<file path="config.mk">
export PLATFORM = sky130hd
export DESIGN_NAME = ttl74148_sync
export DESIGN_NICKNAME = d
export VERILOG_FILES = /design/src/rtl/ttl74148_sync_pkg.sv /design/src/rtl/vec_debounce.sv /design/src/rtl/ttl74148_sync.sv
export SDC_FILE = /design/constraint.sdc
export NUM_CORES = 1
export LEC_CHECK = 0
export ABC_AREA = 1
export BUFFER_PORTS_ARGS = -buffer_cell sky130_fd_sc_hd__buf_2
export CORE_MARGIN = 2
export CORE_UTILIZATION = 63
export CTS_CLUSTER_DIAMETER = 30
export DETAILED_ROUTE_END_ITERATION = 10
export GPL_TIMING_DRIVEN = 1
export PLACE_DENSITY = 0.84
export SLEW_MARGIN = 0
export SYNTH_ARGS = -nofsm -noshare
export SYNTH_HDL_FRONTEND = slang
export SYNTH_SLANG_ARGS = --single-unit
</file>
<file path="constraint.sdc">
create_clock -name clk -period 4.5 [get_ports clk]
set_input_delay 0.9 -clock clk [delete_from_list [all_inputs] [get_ports clk]]
set_output_delay 0.9 -clock clk [all_outputs]
set_load 0.1 [all_outputs]
</file>
<file path="src/rtl/ttl74148_sync_pkg.sv">
// Shared constants and types for the registered 74148 priority encoder.
// Also used by other switch-driven blocks that reuse vec_debounce.
package ttl74148_sync_pkg;

    typedef struct packed {
        logic [2:0] a_n;
        logic       gs_n;
        logic       eo_n;
    } code_t;

    localparam code_t      IDLE_CODE        = '{a_n: 3'b111, gs_n: 1'b1, eo_n: 1'b1};
    localparam logic [8:0] IDLE_VEC         = 9'h1FF;
    localparam int         DEBOUNCE_DEFAULT = 1000000;
    localparam int         DEBOUNCE_SIM     = 4;

endpackage

</file>
<file path="src/rtl/vec_debounce.sv">
// Two-flop synchroniser plus one shared stability counter for a W-bit switch vector.
// The whole vector is accepted only after it has stayed unchanged for DEBOUNCE_CYCLES edges.
module vec_debounce #(
    parameter int         W               = 9,
    parameter int         DEBOUNCE_CYCLES = 1000000,
    parameter logic [W-1:0] RESET_VAL     = '1
) (
    input  logic         clk,
    input  logic         rst,
    input  logic [W-1:0] raw,
    output logic [W-1:0] stable
);

    localparam int             CW      = $clog2(DEBOUNCE_CYCLES + 1);
    localparam logic [CW-1:0]  LOAD_AT = CW'(DEBOUNCE_CYCLES - 1);
    localparam logic [CW-1:0]  SAT     = CW'(DEBOUNCE_CYCLES);

    logic [W-1:0]  meta_r;
    logic [W-1:0]  s_r;
    logic [W-1:0]  stable_r;
    logic [CW-1:0] cnt_r;
    logic [CW-1:0] cnt_next_s;
    logic          load_s;

    // Stability is judged on the value entering the second stage, so the
    // count overlaps the synchroniser delay and a clean change lands
    // DEBOUNCE_CYCLES+2 edges after it is first sampled.
    always_comb begin
        cnt_next_s = cnt_r;
        load_s     = 1'b0;
        if (meta_r != s_r) begin
            cnt_next_s = {CW{1'b0}};
        end else begin
            if (cnt_r == LOAD_AT) begin
                load_s = 1'b1;
            end else begin
                load_s = 1'b0;
            end
            if (cnt_r != SAT) begin
                cnt_next_s = cnt_r + CW'(1);
            end else begin
                cnt_next_s = cnt_r;
            end
        end
    end

    // Synchroniser, counter and accepted-vector registers.
    always_ff @(posedge clk or posedge rst) begin
        if (rst) begin
            meta_r   <= RESET_VAL;
            s_r      <= RESET_VAL;
            stable_r <= RESET_VAL;
            cnt_r    <= {CW{1'b0}};
        end else begin
            meta_r <= raw;
            s_r    <= meta_r;
            cnt_r  <= cnt_next_s;
            if (load_s) begin
                stable_r <= s_r;
            end
        end
    end

    assign stable = stable_r;

endmodule

</file>
<file path="src/rtl/ttl74148_sync.sv">
// Registered 8-to-3 priority encoder with 74148 pin semantics on debounced switches,
// plus a one-cycle change strobe and wrapping change counter.
module ttl74148_sync
    import ttl74148_sync_pkg::*;
#(
    parameter int DEBOUNCE_CYCLES = DEBOUNCE_DEFAULT,
    parameter int CNT_W           = 8
) (
    input  logic             clk,
    input  logic             rst,
    input  logic             ei_n,
    input  logic [7:0]       i_n,
    output logic [2:0]       a_n,
    output logic             gs_n,
    output logic             eo_n,
    output logic             chg,
    output logic [CNT_W-1:0] chg_cnt
);

    logic [8:0]       d_s;
    code_t            code_s;
    code_t            code_r;
    logic             chg_r;
    logic [CNT_W-1:0] chg_cnt_r;

    vec_debounce #(
        .W               (9),
        .DEBOUNCE_CYCLES (DEBOUNCE_CYCLES),
        .RESET_VAL       (IDLE_VEC)
    ) u_debounce (
        .clk    (clk),
        .rst    (rst),
        .raw    ({ei_n, i_n}),
        .stable (d_s)
    );

    // 74148 encode from the debounced vector; i_n[7] wins.
    always_comb begin
        code_s = IDLE_CODE;
        if (d_s[8]) begin
            code_s = IDLE_CODE;
        end else if (d_s[7:0] == 8'hFF) begin
            code_s = '{a_n: 3'b111, gs_n: 1'b1, eo_n: 1'b0};
        end else begin
            code_s.gs_n = 1'b0;
            code_s.eo_n = 1'b1;
            if      (!d_s[7]) code_s.a_n = 3'b000;
            else if (!d_s[6]) code_s.a_n = 3'b001;
            else if (!d_s[5]) code_s.a_n = 3'b010;
            else if (!d_s[4]) code_s.a_n = 3'b011;
            else if (!d_s[3]) code_s.a_n = 3'b100;
            else if (!d_s[2]) code_s.a_n = 3'b101;
            else if (!d_s[1]) code_s.a_n = 3'b110;
            else              code_s.a_n = 3'b111;
        end
    end

    // Output code, change strobe and change counter.
    always_ff @(posedge clk or posedge rst) begin
        if (rst) begin
            code_r    <= IDLE_CODE;
            chg_r     <= 1'b0;
            chg_cnt_r <= {CNT_W{1'b0}};
        end else begin
            code_r <= code_s;
            if (code_s != code_r) begin
                chg_r     <= 1'b1;
                chg_cnt_r <= chg_cnt_r + CNT_W'(1);
            end else begin
                chg_r     <= 1'b0;
                chg_cnt_r <= chg_cnt_r;
            end
        end
    end

    assign a_n     = code_r.a_n;
    assign gs_n    = code_r.gs_n;
    assign eo_n    = code_r.eo_n;
    assign chg     = chg_r;
    assign chg_cnt = chg_cnt_r;

endmodule

</file>
==> results.md, run 1 <==
* Startpoint types: flop
* Post-route setup TNS at 0 ns
* Worst-path clk slew at 0.07 ns
* Worst slew margin at 0.572
* Std cell rows at 24
* Initial drt markers at 156
* Clock tree buffer depth at 2
* Multi-input gate area at 1190 um^2
* DP HPWL at 3780 um
* Synth area leaders: dfstp_2, dfrtp_1, nand2_1
* Layout cells sized above 1 at 0.272
* CP max FO at 3
* Yosys top cell by area: dfstp_2
* Total number of vias at 2,177
* Fillers at about 300
* Setup crit end kind: output pin
* Max_cap viols at 0
* Synthesized area at 2900 um^2
* Grt ovf at 0
* Slew at the pin closest to its max-slew limit at 0.641 ns
* Logic pwr share at 0.021
* Setup CP Type: reg -> out
* Vert. Die Dim at 71.8 um
* Largest vdd supply drop at 0.257 mV
* Crit path cell chain: buf_2
* Port bufs at 24
* Die X at 71.8 um
* HP Start: u_debounce.meta_r[5]$_DFF_PP1_
* Worst-Skew Late Latency at 0.34 ns
* CTS H-Tree Depth at 3
* Placer Congestion at 0.818
* Max Clk Rate at 0.454 GHz
* Largest net degree at the start of global routing at 32
* Clock share of power at 0.470
* Via density at 5.38
* Pint at ~0.9 mW
* Delay of the slowest critical-path stage at 0.54 ns
* All-Layer GR Usage at 0.234
* Seq/Total Area, Yosys at 0.541
* Leak at roughly 1.6 nW
* Setup bufs post-CTS at 0
* Inserted Clock Buffers at 9
* Max Transition Viols Final at 0
* Library cells used by synthesis at 32
* Post-route clock period utilization at 0.490
* Avg WL per Cell at 12.9 um
* Floorplan Core Area at 4380 um^2
* Number of top-level pins at 25
* CP Buf/Inv Count at 1
* CTS hold repair buffers at 0
* Power Dens Cells at ~340 nW/um^2
* Nets at about 360
* Syn-to-layout area delta at 13.9%
* Final Setup Violations at 0
* Reg area at 1570 um^2
* Post-synth net total at 328
* Total number of yosys warnings at 0
* Critical path launch point: a_n[0]$_DFF_PP1_
* Clk_skew at approximately 0.011 ns
* Clock Sinks at 61
* Yosys top cell area share at 0.290
* DR DRC count at 0
* Clk root buf: clkbuf_8
* Sw Pwr at 0.227 mW
* Avg Inst Size Synth at 9.22 um^2
* R2R Path Start: u_debounce.meta_r[1]$_DFF_PP1_
* Reg power frac at 0.508
* Synthesis-stage register bit count at 61
* Routed wire length at 5220 um
* CP delay by family, top: flip-flops
* # diodes at 0
* Vias in the first global route at 2,084
* Die area at 5150 um^2
* Min-Delay Path Class: reg -> reg
* Req. time, crit path at between 3 and 4 ns
* RSZ-0062 raised after global routing: no
* First-pass GRT wire length at 9240 um
* Post-Synthesis Cells at between 300 and 400
* CP max-delay cell: dfstp_2
* Switching share of power at 0.202
* Starting Density at 0.660
* CP arrival at 1.30 ns
* # resized after CTS at 0
* Final Hold Fails at 0
* Initial antenna violation count at 0
* CTS tree: done
* Run status: complete, no violations
* Total power at 1.12 mW
* Post-route ant nets at 0
* Crit path time final at between 2 and 2.5 ns
* DRT Pass-1 Iters at 4
==> flip-flops by register name (all words and copies together) (netlist names) <==
register           flops
u_debounce.cnt_r      20
u_debounce.meta_r      9
u_debounce.s_r         9
u_debounce.stable      9
chg_cnt                8
a_n                    3
chg                    1
eo_n                   1
gs_n                   1
==> kinds of logic after synthesis <==
logic type | Yosys count | share of synthesized area
compound gates | 29 | 0.0562
xor+xnor | 15 | 0.0454
fa+ha+maj | 3 | 0.0130
buf+inv | 35 | 0.0471
flops | 61 | 0.541
simple gates | 171 | 0.297
==> power by group through the flow <==
stage	combinational (mW)	sequential (mW)	clock [mW]
final	0.0239	0.570	0.527
after global routing	0.0282	0.571	0.557
after CTS	0.0250	0.570	0.538
after detailed placement	0.0252	0.579	0
after global placement	0.0240	0.579	0
after floorplan	0.0161	0.578	0
==> per-stage QoR <==
stage	instance area (um^2)	worst slack, ns	cells	util	hold slack (ns)
CTS	3300	2.29	405	0.752	0.374
detailed placement	3080	2.58	389	0.701	0.362
floorplan	2900	2.14	314	-	0.360
global route	3300	2.26	405	0.752	0.371
global placement	3080	2.62	389	0.701	0.362
finish	3300	2.30	405	0.752	0.371
==> layout make-up <==
type / count / share of cell area
Timing Repair Buffer: 25 / 0.0387
Clock buffer: 13 / 0.0550
Sequential cell: 61 / 0.475
Tap cell: 52 / 0.0197
Inverter: 33 / 0.0376
Multi-Input combinational cell: 218 / 0.362
Clock inverter: 3 / 0.0121
==> layout by cell type (no fill, tap or decap), drive strengths merged, types with 10 or more instances in the layout <==
master | netlist | final
dfstp | 32 | 32
clkbuf | 0 | 13
dfrtp | 29 | 29
nand3 | 28 | 28
nand4 | 10 | 10
nand2 | 88 | 88
nor2 | 31 | 31
nor3 | 12 | 12
buf | 2 | 25
o21ai | 13 | 13
a21oi | 13 | 13
inv | 32 | 32
==> final timing paths <==
kind	cells after the start	end	slack, ns
max	1	a_n[0]	2.30
min	0	u_debounce.s_r[5]$_DFF_PP1_	0.37
max reg2reg	6	u_debounce.cnt_r[16]$_DFFE_PP0P_	2.71
min reg2reg	0	u_debounce.s_r[5]$_DFF_PP1_	0.37
max in group asynchronous	3	u_debounce.meta_r[7]$_DFF_PP1_	3.00
min in group asynchronous	2	chg_cnt[5]$_DFFE_PP0P_	0.64
==> synthesized netlist by cell type, drive strengths merged <==
master	n
a21oi	13
a41oi	1
and2	1
buf	2
clkinv	1
dfrtp	29
dfstp	32
ha	3
inv	32
nand2	88
nand3	28
nand3b	1
nand4	10
nor2	31
nor3	12
o211a	2
o21ai	13
xnor2	9
xor2	6
==> routing by layer <==
metal	vias to the layer above	GRT usage	routed length, um
met5	-	0	0
met4	0	0.0734	74
met3	7	0.0774	231
met2	50	0.373	2560
met1	1032	0.306	2350
li1	1088	-	-
(Power assumes the default switching activity.)
==> run 2: changes to the inputs <==
--- a/config.mk
+++ b/config.mk
@@ -8,11 +8,11 @@
 export ABC_AREA = 1
 export BUFFER_PORTS_ARGS = -buffer_cell sky130_fd_sc_hd__buf_2
 export CORE_MARGIN = 2
-export CORE_UTILIZATION = 63
+export CORE_UTILIZATION = 53
 export CTS_CLUSTER_DIAMETER = 30
 export DETAILED_ROUTE_END_ITERATION = 10
 export GPL_TIMING_DRIVEN = 1
-export PLACE_DENSITY = 0.84
+export PLACE_DENSITY = 0.75
 export SLEW_MARGIN = 0
 export SYNTH_ARGS = -nofsm -noshare
 export SYNTH_HDL_FRONTEND = slang
==> constraint.sdc (replaced) <==
create_clock -name clk -period 1.85 [get_ports clk]
set_input_delay 0.37 -clock clk [delete_from_list [all_inputs] [get_ports clk]]
set_output_delay 0.37 -clock clk [all_outputs]
set_load 0.1 [all_outputs]
==> run 2 against run 1 <==
Sequential cell count stayed put. Count of clock-buffer cells in the layout is 1 lower. Combinational power grew to 2.8 times the previous value. Clock power is 150% higher. First-iteration DRC count is 28% lower. Die area is 18% higher. Via count is 1.8% lower. Clock skew is 0.0011 ns lower. Global-route usage is 3.9 points lower. Cell count is 5.2% higher. Total power is 150% higher. Critical path type unchanged.
==> results.md, run 2 (synthesis results as in run 1) <==
* Worst slew margin at 0.675 (+0.103)
* Final Setup Violations at 0 (unchanged)
* First-pass GRT wire length at 9340 um (+1.1%)
* Layout cells sized above 1 at 0.292 (+0.0202)
* CTS tree: done
* Largest register by flop count: u_debounce.cnt_r
* CP max-delay cell: dfstp_2
* Die area at 6070 um^2 (+18%)
* Die X at 77.9 um (+8.5%)
* Largest vdd supply drop at 0.601 mV (+130%)
* Delay of the slowest critical-path stage at 0.56 ns (+0.02 ns)
* Vert. Die Dim at 77.9 um (+8.5%)
* Clk_skew at 0.00975 ns (-0.00108 ns)
* Power Dens Cells at 816 nW/um^2 (+140%)
* DP HPWL at 3820 um (+0.87%)
* Startpoint types: flop
* Fillers at 447 (+49%)
* Placed Instances at 409 (+5.1%)
* All-Layer GR Usage at 0.195 (-0.0388)
* Max_cap viols at 0 (unchanged)
* Vias in the first global route at 2,147 (+3.0%)
* CP delay by family, top: flip-flops
* CP max FO at 3 (unchanged)
* CP arrival at 1.32 ns (+0.02 ns)
* Crit path cell chain: buf_2
* Setup CP Type: reg -> out
* Worst path depth at 1 (unchanged)
* Worst r2r dst: chg_cnt[1]$_DFFE_PP0P_
* DRT Pass-1 Iters at 4 (unchanged)
* Placer Congestion at 0.821 (+0.31%)
* Port bufs at 24 (unchanged)
* # diodes at 0 (unchanged)
* Setup crit end kind: output pin
* Worst Setup EP: a_n[1]
* Initial drt markers at 112 (-28%)
* Post-route clock period utilization at 0.916
* Std cell rows at 26 (+8.3%)
* Crit path time final at approximately 1.7 ns
* Max FFs per register at 20 (unchanged)
* Req. time, crit path at 1.48 ns (-2.12 ns)
* Initial antenna violation count at 0 (unchanged)
* Via density at 5.02 (-6.7%)
* Grt ovf at 0 (unchanged)
* Floorplan Core Area at 5200 um^2 (+19%)
* Starting Density at 0.556 (-0.104)
* Avg WL per Cell at 12.3 um (-4.9%)
* Worst-Skew Late Latency at 0.34 ns (about the same)
* FF-to-FF path depth at 9 (+3)
* Largest net degree at the start of global routing at 32 (unchanged)
* Setup slack after placement at 0.128 ns (-2.45 ns)
* DR DRC count at 0 (unchanged)
* Inserted Clock Buffers at 9 (unchanged)
* Final Hold Fails at 0 (unchanged)
* Slew at the pin closest to its max-slew limit at 0.491 ns (-0.150 ns)
* Fin cells at 426 (+5.2%)
* Commonest non-fill, non-tap cell in the layout: nand2_1
* Routed wire length at 5220 um (about the same)
* Final worst slack at 0.156 ns (-2.14 ns)
* R2R Path Start: u_debounce.stable[7]$_DFFE_PP1P_
* Min-Delay Path Class: in -> async
* RSZ-0062 raised after global routing: no
* Total number of vias at 2,137 (-1.8%)
* Worst-path clk slew at 0.07 ns (about the same)
* Max Transition Viols Final at 0 (unchanged)
* Leak at 1.58 nW (+1.1%)
* Syn-to-layout area delta at 16.9%
* Clock Sinks at 61 (unchanged)
* Number of top-level pins at 25 (unchanged)
* CTS H-Tree Depth at 3 (unchanged)
* Commonest cells after routing, fill and taps aside: nand2_1, dfstp_2, inv_1
* Clk root buf: clkbuf_8
* Post-route setup TNS at 0 ns (unchanged)
* Clock tree buffer depth at 2 (unchanged)
* Critical path launch point: a_n[1]$_DFF_PP1_
* Reg-to-reg setup timing slack at 0.17 ns (-2.54 ns)
* Run status: complete, no violations
* CP Buf/Inv Count at 1 (unchanged)
* Nets at 365 (+0.83%)
* Max Clk Rate at approximately 0.59 GHz
* Post-route ant nets at 0 (unchanged)
## run 2: final cells by class
cell class | count | area [um^2] | area share
sequential | 61 | 1570 | 0.464
multi-input combinational | 218 | 1190 | 0.353
clock buffer | 12 | 178 | 0.0525
timing repair buffer | 28 | 175 | 0.0518
inverter | 33 | 128 | 0.0377
tap | 70 | 87.6 | 0.0259
clock inverter | 4 | 50.0 | 0.0148
## run 2: repair_timing
item | in CTS | in global routing
resized for setup | 0 | 1
hold buffers | 0 | 0
setup buffers | 0 | 1
endpoints found under the setup margin | 0 | 8
## run 2: how the worst min path moves through the flow
| stage | startpoint | to | slack [ns] | cells past startpoint |
|---|---|---|---|---|
| finish | rst | chg_cnt[3]$_DFFE_PP0P_ | 0.02 | 2 |
| global route | rst | chg_cnt[3]$_DFFE_PP0P_ | 0.04 | 2 |
| CTS | rst | chg_cnt[3]$_DFFE_PP0P_ | 0.03 | 2 |
| detailed placement | u_debounce.meta_r[5]$_DFF_PP1_ | u_debounce.s_r[5]$_DFF_PP1_ | 0.36 | 0 |
| global placement | u_debounce.meta_r[1]$_DFF_PP1_ | u_debounce.s_r[1]$_DFF_PP1_ | 0.36 | 0 |
| floorplan | u_debounce.meta_r[0]$_DFF_PP1_ | u_debounce.s_r[0]$_DFF_PP1_ | 0.36 | 0 |
## run 2: per-layer routing
metal  vias up  routed length [um]  GRT usage
met5         -                   0          0
met4         0                  98     0.0982
met3        11                 191     0.0384
met2        45                2480      0.322
met1       985                2450      0.246
li1       1096                   -          -
## run 2: through the flow
step	total power, mW	hold WS (ns)	instance area [um^2]	util
6_report	2.76	0.0241	3380	0.650
3_5_place_dp	1.48	0.364	3150	0.604
2_1_floorplan	1.44	0.360	2900	-
4_1_cts	2.79	0.0275	3370	0.648
5_1_grt	2.85	0.0428	3380	0.650
3_3_place_gp	1.47	0.363	3150	0.604
## run 2: report_power, final
group | switching (mW) | internal (mW) | leakage [nW] | total [mW]
sequential | 0.0155 | 1.37 | 0.730 | 1.39
clock | 0.519 | 0.787 | 0.117 | 1.31
combinational | 0.0394 | 0.0265 | 0.736 | 0.0658
total | 0.574 | 2.19 | 1.58 | 2.76
